`src/rtl/gemm_pkg.sv`:
```
// Shared types for the tiled GeMM loop controller: FSM state and loop order.
package gemm_pkg;

    typedef enum logic [1:0] {
        StIdle  = 2'd0,
        StBusy  = 2'd1,
        StDrain = 2'd2,
        StDone  = 2'd3
    } gemm_ctrl_state_t;

    typedef enum logic {
        OrderMNK = 1'b0,  // M outer, N middle, K inner
        OrderNMK = 1'b1   // N outer, M middle, K inner
    } gemm_order_e;

endpackage : gemm_pkg

```
`src/rtl/gemm_tile_counter.sv`:
```
// One loop dimension: counts 0, Step, 2*Step, ... and flags the final step
// for the given ceiling. The last test is one bit wider than the count so
// count + Step can never wrap past the ceiling.
module gemm_tile_counter #(
    parameter int AddrWidth = 16,
    parameter int Step      = 4
) (
    input  logic                 clk_i,
    input  logic                 rst_ni,
    input  logic                 tick_i,
    input  logic                 clear_i,
    input  logic [AddrWidth-1:0] ceil_i,
    output logic [AddrWidth-1:0] count_o,
    output logic                 last_o
);

    localparam logic [AddrWidth:0] StepExt = (AddrWidth + 1)'(Step);

    logic [AddrWidth-1:0] count_d, count_q;
    logic [AddrWidth:0]   next_w;

    assign next_w  = {1'b0, count_q} + StepExt;
    assign last_o  = (next_w >= {1'b0, ceil_i});
    assign count_o = count_q;

    // Next count: clear wins, otherwise step or wrap to zero on the last step.
    always_comb begin
        // NOTE: default first so every path assigns count_d and no latch is inferred.
        count_d = count_q;
        if (clear_i) begin
            count_d = '0;
        end else if (tick_i) begin
            count_d = last_o ? '0 : next_w[AddrWidth-1:0];
        end
    end

    // Count register with synchronous active-low reset.
    always_ff @(posedge clk_i) begin
        // NOTE: non-blocking assignment so every flop samples pre-edge values.
        if (!rst_ni) begin
            count_q <= '0;
        end else begin
            count_q <= count_d;
        end
    end

endmodule : gemm_tile_counter

```
`src/rtl/gemm_tile_controller.sv`:
```
// Loop controller for the tiled GeMM accelerator. Walks a K-innermost loop
// nest over (M, K, N) with selectable outer order, applies backpressure on
// the operand stream and holds one finished tile until writeback takes it.
module gemm_tile_controller
    import gemm_pkg::*;
#(
    parameter int AddrWidth = 16,
    parameter int TileM     = 4,
    parameter int TileK     = 4,
    parameter int TileN     = 4
) (
    input  logic                 clk_i,
    input  logic                 rst_ni,
    input  logic                 start_i,
    input  logic                 order_i,
    input  logic [AddrWidth-1:0] M_size_i,
    input  logic [AddrWidth-1:0] K_size_i,
    input  logic [AddrWidth-1:0] N_size_i,
    input  logic                 in_valid_i,
    output logic                 in_ready_o,
    output logic                 acc_first_o,
    output logic                 acc_last_o,
    output logic [AddrWidth-1:0] M_count_o,
    output logic [AddrWidth-1:0] K_count_o,
    output logic [AddrWidth-1:0] N_count_o,
    output logic                 out_valid_o,
    input  logic                 out_ready_i,
    output logic [AddrWidth-1:0] out_m_o,
    output logic [AddrWidth-1:0] out_n_o,
    output logic                 busy_o,
    output logic                 done_o,
    output logic                 err_o
);

    gemm_ctrl_state_t     state_d, state_q;
    gemm_order_e          order_d, order_q;
    logic [AddrWidth-1:0] m_size_d, m_size_q;
    logic [AddrWidth-1:0] k_size_d, k_size_q;
    logic [AddrWidth-1:0] n_size_d, n_size_q;
    logic                 err_d, err_q;
    logic                 out_valid_d, out_valid_q;
    logic [AddrWidth-1:0] out_m_d, out_m_q;
    logic [AddrWidth-1:0] out_n_d, out_n_q;

    logic cnt_clear;
    logic beat;
    logic k_last, m_last, n_last;
    logic k_tick, m_tick, n_tick;
    logic out_take;

    // A beat that completes a tile must not overwrite a tile writeback still holds.
    assign in_ready_o  = (state_q == StBusy) && !(out_valid_q && !out_ready_i && k_last);
    assign beat        = in_valid_i && in_ready_o;
    assign acc_first_o = beat && (K_count_o == '0);
    assign acc_last_o  = beat && k_last;
    assign out_take    = out_valid_q && out_ready_i;

    // Tick routing: K always innermost; the latched order picks middle vs outer.
    always_comb begin
        k_tick = beat;
        m_tick = 1'b0;
        n_tick = 1'b0;
        if (order_q == OrderMNK) begin
            n_tick = beat && k_last;
            m_tick = beat && k_last && n_last;
        end else begin
            m_tick = beat && k_last;
            n_tick = beat && k_last && m_last;
        end
    end

    gemm_tile_counter #(.AddrWidth(AddrWidth), .Step(TileM)) u_m_cnt (
        .clk_i   (clk_i),
        .rst_ni  (rst_ni),
        .tick_i  (m_tick),
        .clear_i (cnt_clear),
        .ceil_i  (m_size_q),
        .count_o (M_count_o),
        .last_o  (m_last)
    );

    gemm_tile_counter #(.AddrWidth(AddrWidth), .Step(TileK)) u_k_cnt (
        .clk_i   (clk_i),
        .rst_ni  (rst_ni),
        .tick_i  (k_tick),
        .clear_i (cnt_clear),
        .ceil_i  (k_size_q),
        .count_o (K_count_o),
        .last_o  (k_last)
    );

    gemm_tile_counter #(.AddrWidth(AddrWidth), .Step(TileN)) u_n_cnt (
        .clk_i   (clk_i),
        .rst_ni  (rst_ni),
        .tick_i  (n_tick),
        .clear_i (cnt_clear),
        .ceil_i  (n_size_q),
        .count_o (N_count_o),
        .last_o  (n_last)
    );

    // FSM: start/size latch, end-of-nest detection, drain and completion.
    always_comb begin
        state_d   = state_q;
        order_d   = order_q;
        m_size_d  = m_size_q;
        k_size_d  = k_size_q;
        n_size_d  = n_size_q;
        err_d     = 1'b0;
        cnt_clear = 1'b0;
        unique case (state_q)
            StIdle: begin
                if (start_i) begin
                    if ((M_size_i == '0) || (K_size_i == '0) || (N_size_i == '0)) begin
                        err_d = 1'b1;
                    end else begin
                        m_size_d  = M_size_i;
                        k_size_d  = K_size_i;
                        n_size_d  = N_size_i;
                        order_d   = gemm_order_e'(order_i);
                        cnt_clear = 1'b1;
                        state_d   = StBusy;
                    end
                end
            end
            StBusy: begin
                if (beat && k_last && m_last && n_last) begin
                    state_d = StDrain;
                end
            end
            StDrain: begin
                if (out_take) begin
                    state_d = StDone;
                end
            end
            StDone: begin
                cnt_clear = 1'b1;
                state_d   = StIdle;
            end
            default: state_d = StIdle;
        endcase
    end

    // One-deep output buffer: a new tile load takes priority over the handshake clear.
    always_comb begin
        out_valid_d = out_valid_q;
        out_m_d     = out_m_q;
        out_n_d     = out_n_q;
        if (acc_last_o) begin
            out_valid_d = 1'b1;
            out_m_d     = M_count_o;
            out_n_d     = N_count_o;
        end else if (out_take) begin
            out_valid_d = 1'b0;
        end
    end

    // Control and buffer registers; reset discards any in-flight tile.
    always_ff @(posedge clk_i) begin
        if (!rst_ni) begin
            state_q     <= StIdle;
            order_q     <= OrderMNK;
            m_size_q    <= '0;
            k_size_q    <= '0;
            n_size_q    <= '0;
            err_q       <= 1'b0;
            out_valid_q <= 1'b0;
            out_m_q     <= '0;
            out_n_q     <= '0;
        end else begin
            state_q     <= state_d;
            order_q     <= order_d;
            m_size_q    <= m_size_d;
            k_size_q    <= k_size_d;
            n_size_q    <= n_size_d;
            err_q       <= err_d;
            out_valid_q <= out_valid_d;
            out_m_q     <= out_m_d;
            out_n_q     <= out_n_d;
        end
    end

    assign out_valid_o = out_valid_q;
    assign out_m_o     = out_m_q;
    assign out_n_o     = out_n_q;
    assign busy_o      = (state_q != StIdle);
    assign done_o      = (state_q == StDone) || err_q;
    assign err_o       = err_q;

endmodule : gemm_tile_controller

```
`config.mk`:
```
export PLATFORM = sky130hd
export DESIGN_NAME = gemm_tile_controller
export DESIGN_NICKNAME = d
export VERILOG_FILES = /design/src/rtl/gemm_pkg.sv /design/src/rtl/gemm_tile_counter.sv /design/src/rtl/gemm_tile_controller.sv
export SDC_FILE = /design/constraint.sdc
export NUM_CORES = 1
export LEC_CHECK = 0
export CORE_MARGIN = 2
export CORE_UTILIZATION = 58
export CTS_BUF_LIST = sky130_fd_sc_hd__clkbuf_8
export CTS_CLUSTER_DIAMETER = 200
export DETAILED_ROUTE_END_ITERATION = 12
export PLACE_DENSITY = 0.94
export SYNTH_ARGS = -nofsm -noshare
export SYNTH_HDL_FRONTEND = slang
export SYNTH_SLANG_ARGS = --single-unit
```
`constraint.sdc`:
```
create_clock -name clk_i -period 12.3 [get_ports clk_i]
set_input_delay 2.46 -clock clk_i [delete_from_list [all_inputs] [get_ports clk_i]]
set_output_delay 2.46 -clock clk_i [all_outputs]
set_load 0.005 [all_outputs]
```
==> out/results.ini <==
[setup_path]
critPathMaxStageDelay_ns=0.50
critPathKind=register to output port
crit_chain=ha_1, nand3_4, nor3_4, nand3_1, inv_1, nand3_1, xnor2_1, ha_1, nand4_1, nor4_1, o2111ai_1, and4b_4, or3_1, buf_4, inv_1, clkdlybuf4s50_1
cp_data_arrival_time_ns=4.69
worstPathRequired_ns=9.84
path_buf_inv=4
critPathMaxFanout=48
critPathSlowestCell=clkdlybuf4s50_1
end_kind=output port
critPathTopFamily=simple AND/OR/NAND/NOR gates
cp-start-kind=register

[sta]
slew_headroom_pct=26.09
fin_crit_sh_pct=58.11
hold_viol_final=0
setup_slack_ns=5.153
max_freq_mhz=139.9
rsz0062_at_grt=no
period_minus_slack_ns=7.147
final_max_slew_viol_count=0
setup_viol=0
setup-tns-final_ns=0
finClkSkew_ns=0.01075
timing.hold.ws_ns=0.4627
tightestPinTransition_ns=1.109

[placed_design]
pre_cts_slack_ns=5.337
portBuffers=130
hpwl_um=12540
routabilityCongestion=0.9499

[finish]
antenna_cells=0
drive_gt1_share_pct=4.656
fin_nets=1039
multi_input_area_sq_um=4123
fill_cells=835
seqCellArea_sq_um=2462
areaGrowthSynthToFinish_pct=24.33

[yosys]
ys.flop_type=dfxtp_1
async_flop_share_pct=0
syn-mean-instance-area_sq_um=8.526
synthCells=819
synth_common_cells=dfxtp_1, nand2_1, inv_1, mux2i_1, nor2b_1
synth-edff-count=0
synth_warnings=0
ys_seq_area_share_pct=35.26
syn_area_sq_um=6983
yosys.area.top_type_share_pct=35.26
synthTopCellsByArea=dfxtp_1, ha_1, mux2i_1
synth.most_common_cell=dfxtp_1
yosysUniqueCellTypes=56
synth_area_leader_cell=dfxtp_1
ys_seq_elements=123

[power_and_ir_drop]
p_leak_uw=0.003479
ir_drop_v=0.00009910
power_uw=1139
power.density_nw_per_um2=131.1

[worst_hold_path]
hp-class=register to register

[global_routing]
grt_max_degree=86
grt_pass1_wl_um=28790
antenna_found_initial=0
grt_pass1_vias=6069
grt_overflow_total=0
grt_usage_pct=27.54

[die]
boundaryPins=141
die_area_sq_um=12930
core_sq_um=11860
start_util_pct=58.87
die_h_um=113.7
die_w_um=113.7
core.rowCount=40

[clock_tree]
clockBufferDepth=2
clk_latency_ns=0.44
clockRootBuffer=clkbuf_8
htreeDepth=4
ctsResizeCount=0
ctsHoldBuffers=0
cts_tree=yes
numCtsBuffers=17
cts.clk_slew.worst_paths_ns=0.07
cts_num_sinks=123
postCtsSetupRepairBufs=0

[job]
maxCapViolCount=0

[detailed_routing]
wl_per_cell_um=16.06
drc=0
routed_wl_um=17540
vias=6271
viasPerCell=5.743
drt_iter0_drc=436
drtAntennaViolNets=0
first_pass_iters=5

[outcome]
status=finished, final reports clean

==> worst paths after layout <==
check | from | to | slack (ns) | cells after the start
setup / recovery | u_k_cnt.count_o[3] | acc_last_o | 5.15 | 16
hold / removal | out_n_o[14] | out_n_o[14] | 0.46 | 2
setup reg to reg | u_m_cnt.count_o[2] | u_n_cnt.count_o[4] | 7.63 | 12
hold reg to reg | out_n_o[14] | out_n_o[14] | 0.46 | 2
==> metal layers <==
layer  share of wire [%]  GRT usage (%)
met5                   0              0
met4                 2.3          10.49
met3                 6.1          6.270
met2                  49          46.55
met1                  43          34.37
==> cells in the final DEF (no fill, tap or decap), drive strengths merged, types with 29 or more instances in the layout <==
cell / count
a21boi: 30
a21oi: 35
clkdlybuf4s50: 129
dfxtp: 123
nor2b: 51
inv: 56
mux2i: 52
ha: 50
nor2: 29
nand2: 103
==> cells by family (layout without fill, tap and decap cells) <==
| group | Yosys count | count (layout) | synth area share (%) |
|---|---|---|---|
| compound gates | 143 | 143 | 13.85 |
| xor+xnor | 43 | 43 | 5.393 |
| fa+ha+maj | 50 | 50 | 8.959 |
| buf+inv | 103 | 220 | 6.181 |
| flops | 123 | 123 | 35.26 |
| mux | 52 | 52 | 7.454 |
| other cells | 1 | 10 | 0.05370 |
| simple gates | 304 | 304 | 22.85 |
==> registers in the layout, summed over array words and instances, names as in the netlist <==
signal           flops
u_n_cnt.count_o     14
order_q              1
k_size_q            16
m_size_q            16
out_valid_o          1
u_m_cnt.count_o     14
out_m_o             14
u_k_cnt.count_o     14
state_q              2
err_o                1
out_n_o             14
n_size_q            16
==> worst reg2reg max path: stages (launching register included) <==
cell and delay, ns:
dfxtp_1 0.52, nand3_1 0.29, nor4_1 0.86, nand2_1 0.18, xnor2_1 0.20, ha_1 0.31
nand3_1 0.12, nor4_1 0.28, o21ai_0 0.18, and3_1 0.34, a2111oi_4 0.65, nand2_1 0.36
o21ai_0 0.28
==> power by group <==
group	total (uW)	internal (uW)	switching, uW
Sequential	452	431	20.8
Clock	330	176	154
Combinational	357	146	211
==> stage by stage <==
stage	instance area, sq um	util [%]	cells
6_report	8682	73.20	1092
5_1_grt	8682	73.20	1092
4_1_cts	8682	73.20	1092
3_5_place_dp	8320	70.15	1063
3_3_place_gp	8320	70.15	1063
2_1_floorplan	7017	-	828
==> layout make-up <==
type | instances | share of cell area (%)
sequential | 123 | 28.36
inverter | 54 | 2.335
timing repair buffer | 137 | 15.54
tap | 147 | 2.118
clock inverter | 8 | 0.8359
multi-input combinational | 602 | 47.49
clock buffer | 21 | 3.329
(Power assumes the default switching activity.)
